$ cat src/rtl/mips_io_responder.sv
// mips_io_responder: memory-mapped I/O block for a MIPS-style load/store bus.
// Provides a registered output port, a synchronized input port with change
// detection, a down-counting timer with one-shot/auto-reload modes, and a
// level interrupt built from the status flags and their enables.
module mips_io_responder #(
  parameter logic [31:0] BASE_ADDR = 32'h1000_0000,
  parameter int unsigned IN_WIDTH  = 8
) (
  input  logic                clk,
  input  logic                reset,
  input  logic                MemRead,
  input  logic                MemWrite,
  input  logic [31:0]         Address,
  input  logic [31:0]         WriteData,
  output logic [31:0]         ReadData,
  output logic                ReadValid,
  input  logic [IN_WIDTH-1:0] PortIn,
  output logic [31:0]         PortOut,
  output logic                IRQ
);

  // Word index of each register inside the 32-byte window.
  localparam logic [2:0] RegOut    = 3'd0;
  localparam logic [2:0] RegIn     = 3'd1;
  localparam logic [2:0] RegStatus = 3'd2;
  localparam logic [2:0] RegTload  = 3'd3;
  localparam logic [2:0] RegTcount = 3'd4;
  localparam logic [2:0] RegCtrl   = 3'd5;

  // ---------------------------------------------------------------------------
  // Address decode
  // ---------------------------------------------------------------------------
  logic       selected;
  logic [2:0] regIdx;
  logic       wrSel;
  logic       rdSel;
  logic       wrOut;
  logic       wrStatus;
  logic       wrTload;
  logic       wrCtrl;

  assign selected = (Address[31:5] == BASE_ADDR[31:5]);
  assign regIdx   = Address[4:2];
  assign wrSel    = MemWrite & selected;
  // A simultaneous store turns the access into a write only.
  assign rdSel    = MemRead & ~MemWrite & selected;

  assign wrOut    = wrSel & (regIdx == RegOut);
  assign wrStatus = wrSel & (regIdx == RegStatus);
  assign wrTload  = wrSel & (regIdx == RegTload);
  assign wrCtrl   = wrSel & (regIdx == RegCtrl);

  // Byte lane bits are don't-care for word-wide registers.
  logic unusedAddrBits;
  assign unusedAddrBits = ^Address[1:0];

  // ---------------------------------------------------------------------------
  // Architectural state
  // ---------------------------------------------------------------------------
  logic [31:0]         outReg;
  logic [31:0]         tloadReg;
  logic [31:0]         tcountReg;
  logic [3:0]          ctrlReg;
  logic                chgFlag;
  logic                texpFlag;
  logic [IN_WIDTH-1:0] syncMeta;
  logic [IN_WIDTH-1:0] syncIn;
  logic [IN_WIDTH-1:0] prevIn;

  logic ctrlTen;
  logic ctrlAuto;
  logic ctrlChgIe;
  logic ctrlTie;

  assign ctrlTen   = ctrlReg[0];
  assign ctrlAuto  = ctrlReg[1];
  assign ctrlChgIe = ctrlReg[2];
  assign ctrlTie   = ctrlReg[3];

  // ---------------------------------------------------------------------------
  // Output port register
  // ---------------------------------------------------------------------------
  // OUT holds the last value stored to offset 0x00 and drives PortOut directly.
  always_ff @(posedge clk) begin
    if (reset) begin
      outReg <= '0;
    end else if (wrOut) begin
      outReg <= WriteData;
    end
  end

  assign PortOut = outReg;

  // ---------------------------------------------------------------------------
  // Input synchronizer and change detector
  // ---------------------------------------------------------------------------
  // Two flops for metastability, a third holds the prior settled value.
  always_ff @(posedge clk) begin
    if (reset) begin
      syncMeta <= '0;
      syncIn   <= '0;
      prevIn   <= '0;
    end else begin
      syncMeta <= PortIn;
      syncIn   <= syncMeta;
      prevIn   <= syncIn;
    end
  end

  logic inChanged;
  assign inChanged = (syncIn != prevIn);

  // ---------------------------------------------------------------------------
  // Timer next-state
  // ---------------------------------------------------------------------------
  logic        timerExpire;
  logic        oneShotDone;
  logic [31:0] tcountNext;

  assign timerExpire = ctrlTen & (tcountReg == 32'd0);
  assign oneShotDone = timerExpire & ~ctrlAuto;

  // A TLOAD store overrides whatever the running timer would do this cycle.
  always_comb begin
    tcountNext = tcountReg;
    if (wrTload) begin
      tcountNext = WriteData;
    end else if (ctrlTen) begin
      if (tcountReg != 32'd0) begin
        tcountNext = tcountReg - 32'd1;
      end else if (ctrlAuto) begin
        tcountNext = tloadReg;
      end
    end
  end

  // Timer reload value and live count.
  always_ff @(posedge clk) begin
    if (reset) begin
      tloadReg  <= '0;
      tcountReg <= '0;
    end else begin
      if (wrTload) begin
        tloadReg <= WriteData;
      end
      tcountReg <= tcountNext;
    end
  end

  // ---------------------------------------------------------------------------
  // Control register
  // ---------------------------------------------------------------------------
  // A CTRL store wins over the one-shot auto-clear of TEN, so software that
  // re-arms on the expiry cycle keeps the timer running.
  always_ff @(posedge clk) begin
    if (reset) begin
      ctrlReg <= '0;
    end else if (wrCtrl) begin
      ctrlReg <= WriteData[3:0];
    end else if (oneShotDone) begin
      ctrlReg[0] <= 1'b0;
    end
  end

  // ---------------------------------------------------------------------------
  // Status flags
  // ---------------------------------------------------------------------------
  logic chgClear;
  logic texpClear;

  assign chgClear  = wrStatus & WriteData[0];
  assign texpClear = wrStatus & WriteData[1];

  // Sticky event flags, write-1-to-clear; a new event beats a clear so none is lost.
  always_ff @(posedge clk) begin
    if (reset) begin
      chgFlag  <= 1'b0;
      texpFlag <= 1'b0;
    end else begin
      chgFlag  <= inChanged | (chgFlag & ~chgClear);
      texpFlag <= timerExpire | (texpFlag & ~texpClear);
    end
  end

  // Level interrupt straight from the flags and enables.
  assign IRQ = (chgFlag & ctrlChgIe) | (texpFlag & ctrlTie);

  // ---------------------------------------------------------------------------
  // Read path
  // ---------------------------------------------------------------------------
  logic [31:0] readMux;

  // Select the addressed register; reserved slots read as zero.
  always_comb begin
    readMux = '0;
    case (regIdx)
      RegOut:    readMux = outReg;
      RegIn:     readMux = 32'(syncIn);
      RegStatus: readMux = {30'd0, texpFlag, chgFlag};
      RegTload:  readMux = tloadReg;
      RegTcount: readMux = tcountReg;
      RegCtrl:   readMux = {28'd0, ctrlReg};
      default:   readMux = '0;
    endcase
  end

  // One-cycle read response; data is forced to zero when no response is due.
  always_ff @(posedge clk) begin
    if (reset) begin
      ReadValid <= 1'b0;
      ReadData  <= '0;
    end else begin
      ReadValid <= rdSel;
      ReadData  <= rdSel ? readMux : 32'd0;
    end
  end

endmodule

$ cat config.mk
export PLATFORM = sky130hd
export DESIGN_NAME = mips_io_responder
export DESIGN_NICKNAME = d
export VERILOG_FILES = /design/src/rtl/mips_io_responder.sv
export SDC_FILE = /design/constraint.sdc
export NUM_CORES = 1
export LEC_CHECK = 0
export BUFFER_PORTS_ARGS = -buffer_cell sky130_fd_sc_hd__buf_4
export CAP_MARGIN = 25
export CELL_PAD_IN_SITES_DETAIL_PLACEMENT = 1
export CELL_PAD_IN_SITES_GLOBAL_PLACEMENT = 2
export CORE_ASPECT_RATIO = 1.4
export CORE_MARGIN = 2
export CORE_UTILIZATION = 34
export DETAILED_ROUTE_END_ITERATION = 8
export MAX_ROUTING_LAYER = met4
export PLACE_DENSITY = 0.83
export SYNTH_ARGS = -nofsm -noshare
export SYNTH_HDL_FRONTEND = slang
export SYNTH_SLANG_ARGS = --single-unit
$ cat constraint.sdc
create_clock -name clk -period 4.4 [get_ports clk]
set_clock_uncertainty 0.2 [all_clocks]
set_input_delay 0.44 -clock clk [delete_from_list [all_inputs] [get_ports clk]]
set_output_delay 0.44 -clock clk [all_outputs]
set_load 0.02 [all_outputs]
# Word-level counts from Yosys, hierarchy flattened
# Cells that the tools add are included.
word_totals:
  reg_bits: 159
  input_bits: 76
  output_inout_bits: 66
  elab_cells: 58
classes:
  n_addsub: 1
  n_eq_ne: 7
  n_mux: 7
  n_bitwise: 23
  n_reduce_logical: 8
ops:
  columns: ["cell", "count"]
  rows:
  - ["32-bit one-hot mux with 6 select lines", 1]
  - ["32-bit 2-to-1 mux", 4]
  - ["32-bit logical NOT", 1]
  - ["32-bit nonzero test", 1]
  - ["32-bit by 1-bit subtractor with 32-bit output, second input constant", 1]
  - ["27-bit by 24-bit == test with 1-bit output, second input constant", 1]
  - ["1-bit AND", 15]
  - ["8-bit inequality test", 1]
  - ["3-bit by 2-bit == test with 1-bit output, second input constant", 2]
  - ["3-bit == test, second input constant", 2]
  - ["1-bit inverter", 5]
  - ["2-bit nonzero test", 2]
  - ["3-bit by 1-bit == test with 1-bit output, second input constant", 1]
  - ["3-bit logical NOT", 1]
  - ["1-bit bitwise OR", 3]
  - ["3-bit nonzero test", 1]
  - ["1-bit 2-to-1 mux", 2]
  - ["2-bit AND reduction", 1]
  - ["2-bit OR reduction", 1]

# Logic depth before layout (Yosys ltp)
logic_depth:
  ltp_word: 7
  ltp_mapped: 11
  mapped_depth_nobuf: 8

# Worst setup path before layout
# No wires, ideal clock.
synth_timing:
  path_kind: "flip-flop to flip-flop"
  from: "reg tcountReg[0]"
  to: "reg tcountReg[6]"
  setup_ps: 117
  arrival_time_ps: 2579
  required_ps: 4083
  path_slack_ps: 1504
  path_stages_with_launch: 11
  path_buffers: 2
  cell_sequence: "dfxtp_1 inv_1 ha_1 or4b_4 or3_4 or4_1 buf_2 buf_6 o31ai_4 nand2_1 a32o_1"
synth_between:
  elab_chain_len: 4
  word_cells_on_any_way: 7
  classes_between: "add/sub (1); mux (3); reduce/logical (3)"
synth_rtl:
  columns: ["item", "line_no", "rtl"]
  rows:
  - ["start: declaration", "62", "logic [31:0] tcountReg;"]
  - ["start signal: assignment", "146", "tcountReg <= tcountNext;"]
  - ["32-bit by 1-bit subtractor with 32-bit output or 32-bit nonzero test (tied branches)", "130, 129", null]
  - ["32-bit 2-to-1 mux", "129", "if (tcountReg != 32'd0) begin"]
  - ["32-bit 2-to-1 mux", "128", "end else if (ctrlTen) begin"]
  - ["32-bit 2-to-1 mux", "126", "if (wrTload) begin"]
# Parallel ways exist; a longest one is shown, timed or not. The select of a mux whose other input is x is not followed.
# A chain may end at the register's enable or synchronous reset.

# Final worst setup path
# Ends and elaborated chain as after synthesis.

==> run_results.csv <==
group,metric,value,unit
setup_path,cp_top_family,"simple AND/OR/NAND/NOR gates",
routing,avgViaCountPerCell,5.47,
grt,overflow,0,
synth,ys_seq_area_share,43.5,%
cts,htreeDepth,4,
grt,grt_pass1_wl,39.9,mm
place,dpl.cell_count,1282,
sta,hold_violations,0,
status,status,"completed",
sta,fin_crit,3.12,ns
sta,fmax,0.321,GHz
setup_path,start_kind,"flip-flop",
synth,async_reset_ff_share,0,%
synth,syn_area,7310,µm²
sta,grt_setup_unrepaired,"false",
sta,whs,0.0179,ns
synth,synth-seq-cells,159,
floorplan,ios,142,
cts,clockBufferDepth,2,
synth,ys.flop_type,"dfxtp_1",
synth,synthCells,925,
setup_path,crit_buf_inv,2,
cts,cts.sinks,159,
floorplan,rows,63,
synth,synthAdderAreaFrac,0.342,%
floorplan,initial_utilization,34.6,%
floorplan,die_w,128,µm
final_layout,fill_cells,2607,
synth,synth_compound_area_share,21.1,%
synth,postSynthNetCount,1003,
synth,synth-xor-area-share,2.28,%
routing,drtPass1Iterations,4,
final_layout,area_growth_syn_to_layout,26.7,%
sta,tns,0,ns
setup_path,path_class,"reg2reg",
setup_path,cp.arrival,3.24,ns
synth,yosys.area_share.simple,25.4,%
grt,grt_pass1_vias,7442,
setup_path,slowest_delay,0.56,ns
routing,via_count,7225,
routing,wl,25.2,mm
power_and_ir_drop,power_density,330,nW/µm²
place,io_buffers,139,
cts,path_clk_slew,0.07,ns
final_layout,fin_util,43.9,%
synth,yosysWarningCount,0,
cts,cts_tree,"yes",
final_layout,drive_above_1_share,21.3,%
synth,synth_top_family_by_area,"simple AND/OR/NAND/NOR gates",
setup_path,critPathCaptureType,"flip-flop",
routing,drc,0,
power_and_ir_drop,p_total,3.05,mW
cts,cts_resized,0,
floorplan,fp.coreArea,21100,µm²
place,hpwl,17.6,mm
setup_path,cp_slowest_cell,"or4_1",
floorplan,dieArea,22700,µm²
sta,drv_slew,0,
place,place.gp.congestion,0.836,
power_and_ir_drop,ir_drop,0.243,mV
synth,synthMuxAreaShare,2.67,%
power_and_ir_drop,leakage,3.56,nW
setup_path,crit_path_cell_trace,"inv_1, ha_1, or4b_4, or3_4, or4_1, buf_4, o31ai_4, nand2_1, a32o_1",
sta,period_share,70.9,%
cts,cts_buffers,17,
grt,grt_max_degree,70,
final_layout,n_antenna_cell,0,
final_layout,stdcell_count,1322,
job,maxCapViolations,0,
setup_path,critPathRequiredTime,4.53,ns
routing,drt_iter0_markers,409,
synth,synth_cell_type_count,66,
sta,worstMarginPinSlew,0.896,ns
routing,wl_per_cell,19.1,µm
grt,antenna_found_initial,0,
sta,slew_headroom,40.3,%
sta,setup_violations,0,
floorplan,die_height,177,µm
final_layout,fin_nets,1127,
routing,ant_nets,0,
synth,synth_edf_count,0,
cts,cts-root-buf,"clkbuf_16",
grt,grt_usage,23.3,%
cts,insertion_delay,0.44,ns
setup_path,critPathMaxFanout,21,
worst_hold_path,hold_class,"in2reg",
synth,syn_area_per_cell,7.90,µm²
## final cells by class
| type | count | area (µm²) | share of cell area (%) |
|---|---|---|---|
| Clock buffer | 18 | 439 | 4.74 |
| Clock inverter | 14 | 133 | 1.43 |
| Inverter | 13 | 48.8 | 0.527 |
| Multi-Input combinational cell | 684 | 3800 | 41.0 |
| Sequential cell | 159 | 3180 | 34.4 |
| Tap cell | 260 | 325 | 3.51 |
| Timing Repair Buffer | 174 | 1340 | 14.4 |
## metrics by stage
step / setup slack (ns) / instance area, µm²
finish: 1.28 / 9260
CTS: 1.28 / 9240
global route: 1.10 / 9260
floorplan: 1.50 / 7310
global placement: 1.32 / 8590
detailed placement: 1.30 / 8610
## layer usage
metal / global-route usage [%] / vias to the layer above / share of wire, %
met5: - / - / 0
li1: - / 3496 / -
met3: 3.86 / 41 / 3.4
met2: 41.5 / 172 / 53
met4: 9.02 / 0 / 2.7
met1: 25.9 / 3516 / 41
## power by group
part / switching [mW] / internal, mW
clock: 0.648 / 0.801
sequential: 0.00469 / 1.45
combinational: 0.0847 / 0.0681
total: 0.737 / 2.32
## worst paths after layout
check | from | end | slack, ns | depth (start not counted)
hold reg to reg | syncMeta[1] | syncIn[1] | 0.24 | 1
hold / removal | PortIn[0] | syncMeta[0] | 0.02 | 2
setup / recovery | tcountReg[0] | tcountReg[6] | 1.28 | 9
setup reg to reg | tcountReg[0] | tcountReg[6] | 1.28 | 9
## state kept, by name (all words and copies together) (netlist names)
signal,flops
PortOut,32
ReadData,32
ReadValid,1
chgFlag,1
ctrlReg,4
prevIn,8
syncIn,8
syncMeta,8
tcountReg,32
texpFlag,1
tloadReg,32
## Yosys cell counts (10+ instances only)
library cell / count / share of area, %
nand2_1: 163 / 8.4
dfxtp_1: 159 / 44
a21oi_1: 120 / 8.2
nor2_1: 117 / 6.0
clkbuf_1: 57 / 2.9
a22oi_1: 27 / 2.8
nor2b_1: 27 / 2.3
nor4_1: 24 / 2.1
o21ai_0: 18 / 1.2
mux2i_1: 15 / 2.1
nor3_1: 14 / 0.96
inv_1: 13 / 0.67
nand4_1: 13 / 1.1
nand3_1: 12 / 0.82
xor2_1: 11 / 1.3
o211ai_1: 10 / 1.0
## cell families (layout without fill, tap and decap cells)
family	count (synthesis)	in the layout
AND/OR/NAND/NOR	406	406
AO/OA/AOI/OAI	240	240
flip-flops	159	159
buffers and inverters	82	219
XOR/XNOR	19	19
multiplexers	17	17
adder cells (fa/ha/maj)	2	2
## cells in the final DEF (no fill, tap or decap), types with 6 or more instances in the layout
| master | synthesis | layout |
|---|---|---|
| buf_4 | 0 | 166 |
| a31oi_1 | 6 | 6 |
| a21oi_1 | 120 | 119 |
| nor2_1 | 117 | 116 |
| xor2_1 | 11 | 11 |
| nor3_1 | 14 | 14 |
| nand2_1 | 163 | 163 |
| dfxtp_1 | 159 | 159 |
| a22oi_1 | 27 | 27 |
| xnor2_1 | 8 | 8 |
| clkbuf_16 | 0 | 17 |
| nand3_1 | 12 | 12 |
| mux2i_1 | 15 | 15 |
| or4_1 | 7 | 7 |
| a211oi_2 | 8 | 8 |
| a211o_1 | 6 | 6 |
| dlygate4sd3_1 | 0 | 6 |
| a211oi_1 | 6 | 6 |
| nor4_1 | 24 | 24 |
| nand4_1 | 13 | 13 |
| nor2b_1 | 27 | 27 |
| o21ai_0 | 18 | 18 |
| o211ai_1 | 10 | 10 |
| inv_1 | 13 | 13 |
## what timing repair did
action | 4_1_cts | 5_1_grt
hold buffers | 6 | 0
hold endpoints to repair | 6 | 0
buffers inserted | 0 | 0
## worst register-to-register path, delay by kind of cell, from the launching register on
| kind | cells | cell delay (ns) |
|---|---|---|
| simple gates | 4 | 1.48 |
| fa+ha+maj | 1 | 0.17 |
| buf+inv | 2 | 0.36 |
| flops | 1 | 0.34 |
| compound gates | 2 | 0.45 |
No activity file was read; power rests on OpenSTA's default activity.
